`src/rtl/count_sequencer.sv`:
```
// count_sequencer: control FSM for an external up-counter.
// Captures start/limit/mode on an accepted start, loads the counter, gates
// its increment enable from step pulses (manual) or a prescaler tick (auto),
// and stops at the programmed limit.
// Build option: define COUNT_SEQ_WRAP_EN to reload and keep running at the
// limit instead of stopping, counting completed laps on the laps output.
module count_sequencer #(
    parameter int N        = 6,
    parameter int TICK_DIV = 50000000
) (
    input  logic         clk,
    input  logic         reset,
    input  logic         start,
    input  logic         stop,
    input  logic         mode,
    input  logic         step,
    input  logic [N-1:0] init_value,
    input  logic [N-1:0] limit,
    input  logic [N-1:0] count,
    output logic         cnt_load,
    output logic [N-1:0] load_value,
    output logic         cnt_en,
    output logic         busy,
    output logic         done,
    output logic [1:0]   state,
    output logic [7:0]   laps
);

    localparam int PW = (TICK_DIV > 1) ? $clog2(TICK_DIV) : 1;
    localparam logic [PW-1:0] PRESC_LAST = PW'(TICK_DIV - 1);

    typedef enum logic [1:0] {
        IDLE = 2'b00,
        LOAD = 2'b01,
        RUN  = 2'b10,
        DONE = 2'b11
    } state_t;

    state_t        state_reg, state_next;
    logic [N-1:0]  load_value_reg;
    logic [N-1:0]  limit_reg;
    logic          mode_reg;
    logic [PW-1:0] presc_reg, presc_next;
    logic          capture;
    logic          terminal;

    // Equality-only compare: an init above the limit simply wraps through 0.
    assign terminal = (count == limit_reg);

    // Next-state, increment enable and prescaler update.
    always_comb begin
        state_next = state_reg;
        presc_next = presc_reg;
        cnt_en     = 1'b0;
        capture    = 1'b0;
        case (state_reg)
            IDLE: begin
                if (start) begin
                    capture    = 1'b1;
                    state_next = LOAD;
                end
            end
            LOAD: begin
                presc_next = '0;
                state_next = stop ? IDLE : RUN;
            end
            RUN: begin
                if (stop) begin
                    state_next = IDLE;
                end else if (terminal) begin
`ifdef COUNT_SEQ_WRAP_EN
                    state_next = LOAD;
`else
                    state_next = DONE;
`endif
                end else if (mode_reg) begin
                    if (presc_reg == PRESC_LAST) begin
                        cnt_en     = 1'b1;
                        presc_next = '0;
                    end else begin
                        presc_next = presc_reg + 1'b1;
                    end
                end else begin
                    cnt_en = step;
                end
            end
            DONE: begin
                if (stop) begin
                    state_next = IDLE;
                end else if (start) begin
                    capture    = 1'b1;
                    state_next = LOAD;
                end
            end
            default: state_next = IDLE;
        endcase
    end

    // State, captured run parameters and prescaler.
    always_ff @(posedge clk or negedge reset) begin
        if (!reset) begin
            state_reg      <= IDLE;
            load_value_reg <= '0;
            limit_reg      <= '0;
            mode_reg       <= 1'b0;
            presc_reg      <= '0;
        end else begin
            state_reg <= state_next;
            presc_reg <= presc_next;
            if (capture) begin
                load_value_reg <= init_value;
                limit_reg      <= limit;
                mode_reg       <= mode;
            end
        end
    end

`ifdef COUNT_SEQ_WRAP_EN
    logic [7:0] laps_reg;
    logic       lap;

    assign lap = (state_reg == RUN) && !stop && terminal;

    // Lap counter: cleared on a new run, saturating at 255.
    always_ff @(posedge clk or negedge reset) begin
        if (!reset) begin
            laps_reg <= '0;
        end else if (capture) begin
            laps_reg <= '0;
        end else if (lap && (laps_reg != 8'hFF)) begin
            laps_reg <= laps_reg + 8'd1;
        end
    end

    assign laps = laps_reg;
`else
    assign laps = '0;
`endif

    assign cnt_load   = (state_reg == LOAD);
    assign busy       = (state_reg == LOAD) || (state_reg == RUN);
    assign done       = (state_reg == DONE);
    assign state      = state_reg;
    assign load_value = load_value_reg;

endmodule
```
`config.mk`:
```
export PLATFORM = sky130hd
export DESIGN_NAME = count_sequencer
export DESIGN_NICKNAME = d
export VERILOG_FILES = /design/src/rtl/count_sequencer.sv
export SDC_FILE = /design/constraint.sdc
export NUM_CORES = 1
export LEC_CHECK = 0
export CORE_ASPECT_RATIO = 0.75
export CORE_UTILIZATION = 40
export DETAILED_ROUTE_END_ITERATION = 8
export PLACE_DENSITY = 0.66
export SKIP_LAST_GASP = 1
export SLEW_MARGIN = 20
export SYNTH_ARGS = -nofsm -noshare
export SYNTH_HDL_FRONTEND = slang
export SYNTH_SLANG_ARGS = --single-unit
```
`constraint.sdc`:
```
create_clock -name clk -period 2.3 [get_ports clk]
set_clock_uncertainty 0.05 [all_clocks]
set_input_delay 0.23 -clock clk [delete_from_list [all_inputs] [get_ports clk]]
set_output_delay 0.23 -clock clk [all_outputs]
set_load 0.005 [all_outputs]
```
==> flow_metrics.env, run 1 <==
export IMPL_status="finished clean"
export IMPL_antenna_left=0
export IMPL_cp_start_kind="register"
export IMPL_yosys_register_bits=41
export IMPL_synth_edff_count=0
export IMPL_synthCells=266
export IMPL_async_flop_share=1.00
export IMPL_cp_num_buf_inv=1
export IMPL_power_per_cell_area_nw_per_um2=763
export IMPL_start_util=0.424
export IMPL_clkTransAtPathRegs_ns=0.08
export IMPL_die_h_um=70.6
export IMPL_avgSynthCellArea_um2=9.43
export IMPL_vias_per_cell=5.60
export IMPL_cts_max_path_buffers=2
export IMPL_maxSlewViolCount=0
export IMPL_reg2reg_slack_ns=0.12
export IMPL_instances_no_fill=415
export IMPL_cp_end_kind="output pin"
export IMPL_htree_levels=2
export IMPL_layout_min_cycle_time_ns=2.25
export IMPL_antenna_found_initial=0
export IMPL_reg2reg_from="state[0]"
export IMPL_required_ns=2.02
export IMPL_yosys_warnings=0
export IMPL_finalPower_mw=2.52
export IMPL_tritoncts="built"
export IMPL_cts_sinks=41
export IMPL_holdWs_ns=0.317
export IMPL_die_x_um=93.4
export IMPL_clkLatencyLatePin_ns=0.29
export IMPL_setup_viol=0
export IMPL_finalCritPeriodShare=0.979
export IMPL_irDropWorstVdd_v=0.000264
export IMPL_place_detailed_hpwl_um=4750
export IMPL_placed_area_um2=3140
export IMPL_fp_coreArea_um2=5920
export IMPL_syn2layout_area_growth_pct=31.7
export IMPL_synth_distinct_cells=52
export IMPL_cp_arrival_ns=1.97
export IMPL_setup_slack_ns=0.0488
export IMPL_final_util=0.558
export IMPL_globalRouteTotalUtil=0.207
export IMPL_fillCellCount=534
export IMPL_gr_total_overflow=0
export IMPL_rows=24
export IMPL_io_pins=44
export IMPL_synth_flop_cell="dfrtp_1"
export IMPL_tightest_slew_ns=0.503
export IMPL_p_leak_nw=1.37
export IMPL_cp_top_family="simple AND/OR/NAND/NOR gates"
export IMPL_io_buffers=35
export IMPL_critPathKind="register to output pin"
export IMPL_grt_pass1_vias=2175
export IMPL_routed_wl_um=6430
export IMPL_vias=2326
export IMPL_gp_congestion=0.816
export IMPL_worstReg2RegEnd="presc_reg[10]"
export IMPL_reg2reg_depth=7
export IMPL_hold_class="input port to async pin"
export IMPL_maxCapViolations=0
export IMPL_largest_reg_flops=26
export IMPL_hold_viol_final=0
export IMPL_finalSetupTns_ns=0
export IMPL_rsz0062_at_grt="true"
export IMPL_dieArea_um2=6590
export IMPL_fin_area_um2=3300
export IMPL_relSlewSlack=0.662
export IMPL_clk_root_buffer_cell="clkbuf_8"
export IMPL_wl_per_cell_um=15.5
export IMPL_dp_cells=404
export IMPL_dp_slack_ns=-0.122
export IMPL_grt_max_degree=27
export IMPL_drt_initial_drc_count=151
export IMPL_cts_buffers=5
export IMPL_fmax_ghz=0.444
export IMPL_cp_cell_sequence="ha_2 > and2_4 > nand2_4 > or4_4 > mux2i_1 > and2_1 > buf_2"
export IMPL_dr_pass1_iters=4
export IMPL_ys_seq_area_frac=0.409
export IMPL_diodes=0
export IMPL_path_max_fanout=2
export IMPL_crit_slowest_cell="or4_4"
export IMPL_post_route_drc_count=0
export IMPL_max_stage_delay_ns=0.53
export IMPL_final_layout_size_suffix_gt1_frac=0.228
export IMPL_grt_pass1_wl_um=10600
export IMPL_fin_nets=366
export IMPL_syn_area_um2=2510
cells in the final DEF (no fill, tap or decap), types with 3 or more instances in the layout:
cell type and count:
buf_4 43, dfrtp_1 41, clkdlybuf4s50_1 33, nand2_1 22, nand3_1 15, nor2_1 14
mux2_2 13, a31oi_1 13, nand4_1 12, a32oi_1 8, conb_1 8, inv_1 7
o21ai_0 7, xor2_1 6, nor2b_1 6, clkbuf_8 6, nor4_1 5, ha_1 5
nand2b_1 4, a21oi_1 4, mux2i_1 4, and2_1 4, o21ai_1 4, nor3_1 4
o22ai_1 4, a21boi_0 3, o211ai_1 3, o31ai_1 3
layout make-up:
cell class / instances / area, um2 / area share
Clock buffer: 7 / 86.3 / 0.0261
Multi-Input combinational cell: 202 / 1360 / 0.413
Timing Repair Buffer: 79 / 673 / 0.204
Inverter: 7 / 26.3 / 0.00796
Clock inverter: 1 / 30.0 / 0.00909
Tap cell: 78 / 97.6 / 0.0296
Sequential cell: 41 / 1030 / 0.311
report_power, final:
group	switching [mW]	internal [mW]	leakage, nW	total, mW
clock	0.251	0.354	0.0585	0.605
sequential	0.0933	0.860	0.542	0.953
combinational	0.427	0.533	0.772	0.960
synthesized netlist by cell type, types with 4 or more instances:
library cell / count / area (um2)
a21oi_1: 4 / 20.0
a31oi_1: 13 / 81.3
a32oi_1: 8 / 70.1
and2_1: 5 / 31.3
buf_2: 4 / 20.0
buf_4: 9 / 67.6
clkbuf_1: 6 / 22.5
dfrtp_1: 41 / 1030
ha_1: 6 / 75.1
inv_1: 7 / 26.3
mux2_2: 13 / 146
mux2i_1: 4 / 40.0
nand2_1: 23 / 86.3
nand2b_1: 4 / 25.0
nand3_1: 15 / 75.1
nand4_1: 12 / 75.1
nor2_1: 14 / 52.6
nor2b_1: 6 / 37.5
nor3_1: 4 / 20.0
nor4_1: 5 / 31.3
o21ai_0: 8 / 40.0
o22ai_1: 4 / 25.0
xor2_1: 6 / 52.6
metal layers:
layer	wire length, um	up-vias	global-route usage	share of wire
met4	30	0	0.0444	0.0047
met2	2810	71	0.310	0.44
met5	0	-	0	0
met1	3130	1133	0.306	0.49
met3	450	4	0.0484	0.070
li1	-	1118	-	-
kinds of logic (layout without fill, tap and decap cells):
| family | Yosys count | after routing | share of synthesized area |
|---|---|---|---|
| other | 1 | 8 | 0.00150 |
| AND/OR/NAND/NOR | 106 | 106 | 0.233 |
| XOR/XNOR | 6 | 6 | 0.0210 |
| AO/OA/AOI/OAI | 59 | 59 | 0.161 |
| buffers and inverters | 30 | 94 | 0.0699 |
| multiplexers | 17 | 17 | 0.0744 |
| flip-flops | 41 | 41 | 0.409 |
| adder cells (fa/ha/maj) | 6 | 6 | 0.0299 |
worst max-delay path by stage:
| stage | startpoint | endpoint | cells past startpoint |
|---|---|---|---|
| 6_report | presc_reg[1] | cnt_en | 7 |
| 5_1_grt | presc_reg[0] | cnt_en | 7 |
| 4_1_cts | presc_reg[1] | cnt_en | 7 |
| 3_5_place_dp | presc_reg[1] | cnt_en | 7 |
| 3_3_place_gp | presc_reg[1] | cnt_en | 7 |
| 2_1_floorplan | presc_reg[0] | presc_reg[12] | 8 |
repair_timing:
action	in CTS	in global routing
endpoints found under the hold margin	11	0
gates resized for setup	8	3
endpoints found under the setup margin	1	6
buffers inserted	1	1
hold buffers	1	0
pin swaps	2	2
No activity file was read; power rests on OpenSTA's default activity.
==> inputs of run 2 (changes only) <==
REMOVE_ABC_BUFFERS = 1   (was unset)
==> flow_metrics.env, run 2 (synthesis gave the netlist of run 1 again) <==
export IMPL_diodes=0
export IMPL_crit_slowest_cell="or4_4"
export IMPL_maxCapViolations=0
export IMPL_max_stage_delay_ns=0.43
export IMPL_layout_common_cells="dfrtp_1, buf_4, clkdlybuf4s50_1"
export IMPL_wl_per_cell_um=15.6
export IMPL_gp_congestion=0.812
export IMPL_relSlewSlack=0.371
export IMPL_cts_max_path_buffers=2
export IMPL_status="finished clean"
export IMPL_clkTransAtPathRegs_ns=0.09
export IMPL_power_per_cell_area_nw_per_um2=803
export IMPL_tritoncts="built"
export IMPL_io_pins=44
export IMPL_dp_slack_ns=-0.0420
export IMPL_hold_class="input port to async pin"
export IMPL_startpoint="presc_reg[7]"
export IMPL_layout_min_cycle_time_ns=2.25
export IMPL_clkLatencyLatePin_ns=0.30
export IMPL_vias=2282
export IMPL_cp_start_kind="register"
export IMPL_dp_cells=397
export IMPL_rows=24
export IMPL_met1_usage=0.318
export IMPL_drt_initial_drc_count=96
export IMPL_cp_cell_sequence="nor4b_2 > nand4_1 > or4_4 > mux2i_1 > and2_1 > buf_2"
export IMPL_io_buffers=35
export IMPL_critPathKind="register to output pin"
export IMPL_cts_buffers=5
export IMPL_dr_pass1_iters=4
export IMPL_cp_end_kind="output pin"
export IMPL_maxSlewViolCount=0
export IMPL_cts_sinks=41
export IMPL_place_detailed_hpwl_um=4440
export IMPL_cp_arrival_ns=1.97
export IMPL_final_util=0.554
export IMPL_grt_pass1_vias=2177
export IMPL_htree_levels=2
export IMPL_fillCellCount=540
export IMPL_busiest_layer="met1"
export IMPL_gr_total_overflow=0
export IMPL_setup_viol=0
export IMPL_routed_wl_um=6340
export IMPL_fin_nets=358
export IMPL_reg2reg_from="presc_reg[7]"
export IMPL_antenna_found_initial=0
export IMPL_fmax_ghz=0.445
export IMPL_antenna_left=0
export IMPL_finalPower_mw=2.63
export IMPL_vias_per_cell=5.61
export IMPL_required_ns=2.02
export IMPL_die_h_um=70.6
export IMPL_final_layout_size_suffix_gt1_frac=0.216
export IMPL_largest_reg_flops=26
export IMPL_instances_no_fill=407
export IMPL_fp_coreArea_um2=5920
export IMPL_globalRouteTotalUtil=0.212
export IMPL_start_util=0.424
export IMPL_setup_slack_ns=0.0544
export IMPL_use_met3=0.0387
export IMPL_path_max_fanout=2
export IMPL_grt_max_degree=42
export IMPL_rsz0062_at_grt="true"
export IMPL_post_route_drc_count=0
export IMPL_hold_viol_final=0
export IMPL_p_leak_nw=1.34
export IMPL_hold_buffers=0
export IMPL_syn2layout_area_growth_pct=30.6
export IMPL_tightest_slew_ns=0.943
export IMPL_dieArea_um2=6590
export IMPL_irDropWorstVdd_v=0.000550
export IMPL_clk_root_buffer_cell="clkbuf_8"
export IMPL_grtUsageMet2=0.311
export IMPL_final_common_cell="dfrtp_1"
export IMPL_grt_pass1_wl_um=10800
export IMPL_finalCritPeriodShare=0.976
export IMPL_die_x_um=93.4
export IMPL_reg2reg_depth=6
## run 2: metrics by stage
stage	hold WS, ns	TNS, ns	area [um2]
final	0.0181	0	3280
after global routing	0.103	-0.0519	3280
after CTS	0.0537	-0.0289	3250
after detailed placement	0.382	-0.0420	3100
after global placement	0.375	-0.0106	3100
after floorplan	-0.116	-0.416	2380
## run 2: what timing repair did
item,CTS,global route
pin swaps,5,4
setup buffers,1,1
setup endpoints to repair,1,18
resized for setup,9,3
## run 2: critical path, delay by kind of cell, from the launching register on
kind                   cells  cell delay, ns
muxes                      1            0.13
and+or+nand+nor            4            1.01
buffers and inverters      1            0.11
DFF                        1            0.41
## run 2: power breakdown
group          internal [mW]  leakage (nW)  total [mW]  switching (mW)
logic                  0.532         0.728       0.977           0.445
registers              0.860         0.542       0.956          0.0960
clock network          0.431        0.0681       0.698           0.267
## run 2: cell type report
type / count / area, um2 / area share
sequential: 41 / 1030 / 0.313
clock inverter: 3 / 65.1 / 0.0199
tap: 78 / 97.6 / 0.0298
timing repair buffer: 71 / 627 / 0.191
multi-input combinational: 202 / 1370 / 0.417
inverter: 7 / 26.3 / 0.00802
clock buffer: 5 / 68.8 / 0.0210
## run 2: path summary, 6_finish.rpt
kind                                       to  slack (ns)
worst max register to register  presc_reg[17]        0.21
worst min-delay path            presc_reg[21]        0.02
worst min register to register  presc_reg[25]        0.45
max in group asynchronous        presc_reg[4]        1.59
min in group clk                presc_reg[25]        0.45
worst max-delay path                   cnt_en        0.05
## run 2: metal layers
layer / wire [um] / up-vias
li1: - / 1096
met4: 59 / 0
met2: 2810 / 77
met1: 3150 / 1104
met5: 0 / -
met3: 317 / 5
==> inputs of run 3 (changes only) <==
GPL_ROUTABILITY_DRIVEN = 0   (was unset)
==> results of run 3 <==
Final layout, timing and power as in run 2 (identical DEF).
==> variant, RTL diff (config.mk and constraints of run 2) <==
Build with the macro `COUNT_SEQ_WRAP_EN` defined.
--- a/src/rtl/count_sequencer.sv
+++ b/src/rtl/count_sequencer.sv
@@ -6,2 +6,4 @@
 // limit instead of stopping, counting completed laps on the laps output.
+`define COUNT_SEQ_WRAP_EN
+
 module count_sequencer #(
Function: changed (a bounded check fails within 4 cycles, from zero or initial values and one cycle with reset low).
==> variant against run 2 <==
- count of clock-buffer cells in the layout unchanged
- power up 5.0%
- largest cell class unchanged
- sequential share of layout area up 1.5 points
- synthesized area up 13%
- cell area up 14%
- setup slack about the same
- wire length up 15%
- synthesized cell count up 20%
- sequential cell count up 8
- highest routed layer unchanged
==> variant: results (changes against run 2) <==
pre-CTS worst setup slack: -176 ps (was -42.0 ps)
f_max: 445 MHz (about the same)
number of global-route vias before repair: 2445 (was 2177)
number of optimization iterations in the first detailed-route pass: 6 (was 4)
layout cell share with drive strength beyond 1: 17.0% (was 21.6%)
cell types occupying the most area after synthesis: sky130_fd_sc_hd__dfrtp_1, sky130_fd_sc_hd__nand2_1, sky130_fd_sc_hd__nand3_1, sky130_fd_sc_hd__nand4_1, sky130_fd_sc_hd__ha_1 (was sky130_fd_sc_hd__dfrtp_1, sky130_fd_sc_hd__mux2_2, sky130_fd_sc_hd__nand2_1, sky130_fd_sc_hd__a31oi_1, sky130_fd_sc_hd__ha_1)
reg2reg setup slack: 110 ps (was 210 ps)
Placed Instances: 473 (was 397)
Final nets: 430 (was 358)
Placement Cell Area: 3610 um2 (was 3100 um2)
count of nets left with antenna violations after detail routing: 0 (unchanged)
detailed-route wire length per cell: 15.1 um (was 15.6 um)
top cell type's share of synthesized area: 43.4% (was 40.9%)
maximum VDD drop: 0.374 mV (was 0.550 mV)
Crit Reg-Reg Endpoint: presc_reg[8]$_DFFE_PN0P_ (was presc_reg[17]$_DFFE_PN0P_)
overall global routing resource usage: 20.4% (was 21.2%)
data arrival time at the worst-slack endpoint: 1970 ps (about the same)
Max stage delay cell, worst path: sky130_fd_sc_hd__or4b_4 (was sky130_fd_sc_hd__or4_4)
final estimated routing congestion in global placement: 0.857 (was 0.812)
leakage power of the design: 1.60 nW (was 1.34 nW)
number of design-rule violations left by the first detailed-router iteration: 175 (was 96)
stage delay of the slowest cell on the critical path: 550 ps (was 430 ps)
via count: 2690 (was 2282)
total wire length after detailed routing: 7300 um (was 6340 um)
slew margin rel.: 69.6% (was 37.1%)
global-route wire length before repair: 11800 um (was 10800 um)
placed wire-length estimate: 5400 um (was 4440 um)
synthesized area per cell: 8.86 um2 (was 9.43 um2)
share of synthesized area occupied by flip-flops and latches: 43.4% (was 40.9%)
Critical path destination: cnt_en (unchanged)
number of port buffers: 43 (was 35)
list of most frequent post-synthesis cells: sky130_fd_sc_hd__nand2_1, sky130_fd_sc_hd__dfrtp_1, sky130_fd_sc_hd__nand3_1, sky130_fd_sc_hd__nor2_1, sky130_fd_sc_hd__nand4_1 (was sky130_fd_sc_hd__dfrtp_1, sky130_fd_sc_hd__nand2_1, sky130_fd_sc_hd__nand3_1, sky130_fd_sc_hd__nor2_1)
count of cell types in the netlist: 57 (was 52)
maximum number of pins on one net before global-route repair: 50 (was 42)
outcome: complete, no violations (unchanged)
[variant: cell type report]
cell class	count	area, um2
Clock inverter	3	17.5
Clock buffer	5	68.8
Fill cell	631	3090
Inverter	10	37.5
Sequential cell	49	1230
Timing Repair Buffer	84	747
Tap cell	84	105
Multi-Input combinational cell	249	1540
[variant: per-stage QoR]
step,utilization [%],TNS [ps]
after floorplan,-,-10380
after global placement,52.8,-105
after detailed placement,52.8,-176
after CTS,54.3,0
after global routing,54.7,-34.6
final,54.7,0
[variant: cell families (layout without fill, tap and decap cells)]
| family | Yosys count | count (layout) | share of synthesized area (%) |
|---|---|---|---|
| AOI/OAI and AO/OA | 61 | 61 | 14.9 |
| xor gates and xnor gates | 9 | 9 | 2.79 |
| adders and majority gates | 7 | 7 | 3.10 |
| buffers and inverters | 21 | 102 | 3.19 |
| DFF | 49 | 49 | 43.4 |
| muxes | 4 | 4 | 1.42 |
| and+or+nand+nor | 168 | 168 | 31.3 |
[variant: how the worst min path moves through the flow]
stage          depth (start not counted)  slack [ps]          start                         to
2_1_floorplan                          0        -120          reset        laps[0]$_DFFE_PN0P_
3_3_place_gp                           2         190          reset   presc_reg[2]$_DFFE_PN0P_
3_5_place_dp                           2         190          reset   presc_reg[2]$_DFFE_PN0P_
4_1_cts                                3         380  init_value[5]  load_value[5]$_DFFE_PN0N_
5_1_grt                                3         400  init_value[3]  load_value[3]$_DFFE_PN0N_
6_report                               3         390          reset   presc_reg[2]$_DFFE_PN0P_
[variant: tightest hold or removal path, cell delays in order]
cell and delay, ps:
sky130_fd_sc_hd__dlygate4sd3_1 520, sky130_fd_sc_hd__buf_2 120, sky130_fd_sc_hd__buf_12 260
[variant: repair_timing]
| item | 4_1_cts | 5_1_grt |
|---|---|---|
| endpoints found under the hold margin | 49 | 0 |
| setup endpoints to repair | 1 | 8 |
| setup buffers | 1 | 1 |
| hold buffers | 1 | 0 |
| resized for setup | 7 | 3 |
| pin swaps | 4 | 4 |
[variant: power breakdown]
group          leakage (nW)  internal, W  total [W]  switching (W)
clock                0.0439     0.000211   0.000513       0.000302
sequential            0.663     0.000994    0.00108      0.0000815
combinational         0.890     0.000549    0.00117       0.000625
[variant: layer usage]
metal | vias up | part of all wire (%) | wire [um] | track usage, %
li1 | 1324 | - | - | -
met4 | 0 | 0.66 | 48 | 6.21
met5 | - | 0 | 0 | 0
met1 | 1289 | 50 | 3680 | 28.6
met3 | 4 | 3.5 | 258 | 2.79
met2 | 73 | 45 | 3320 | 33.5
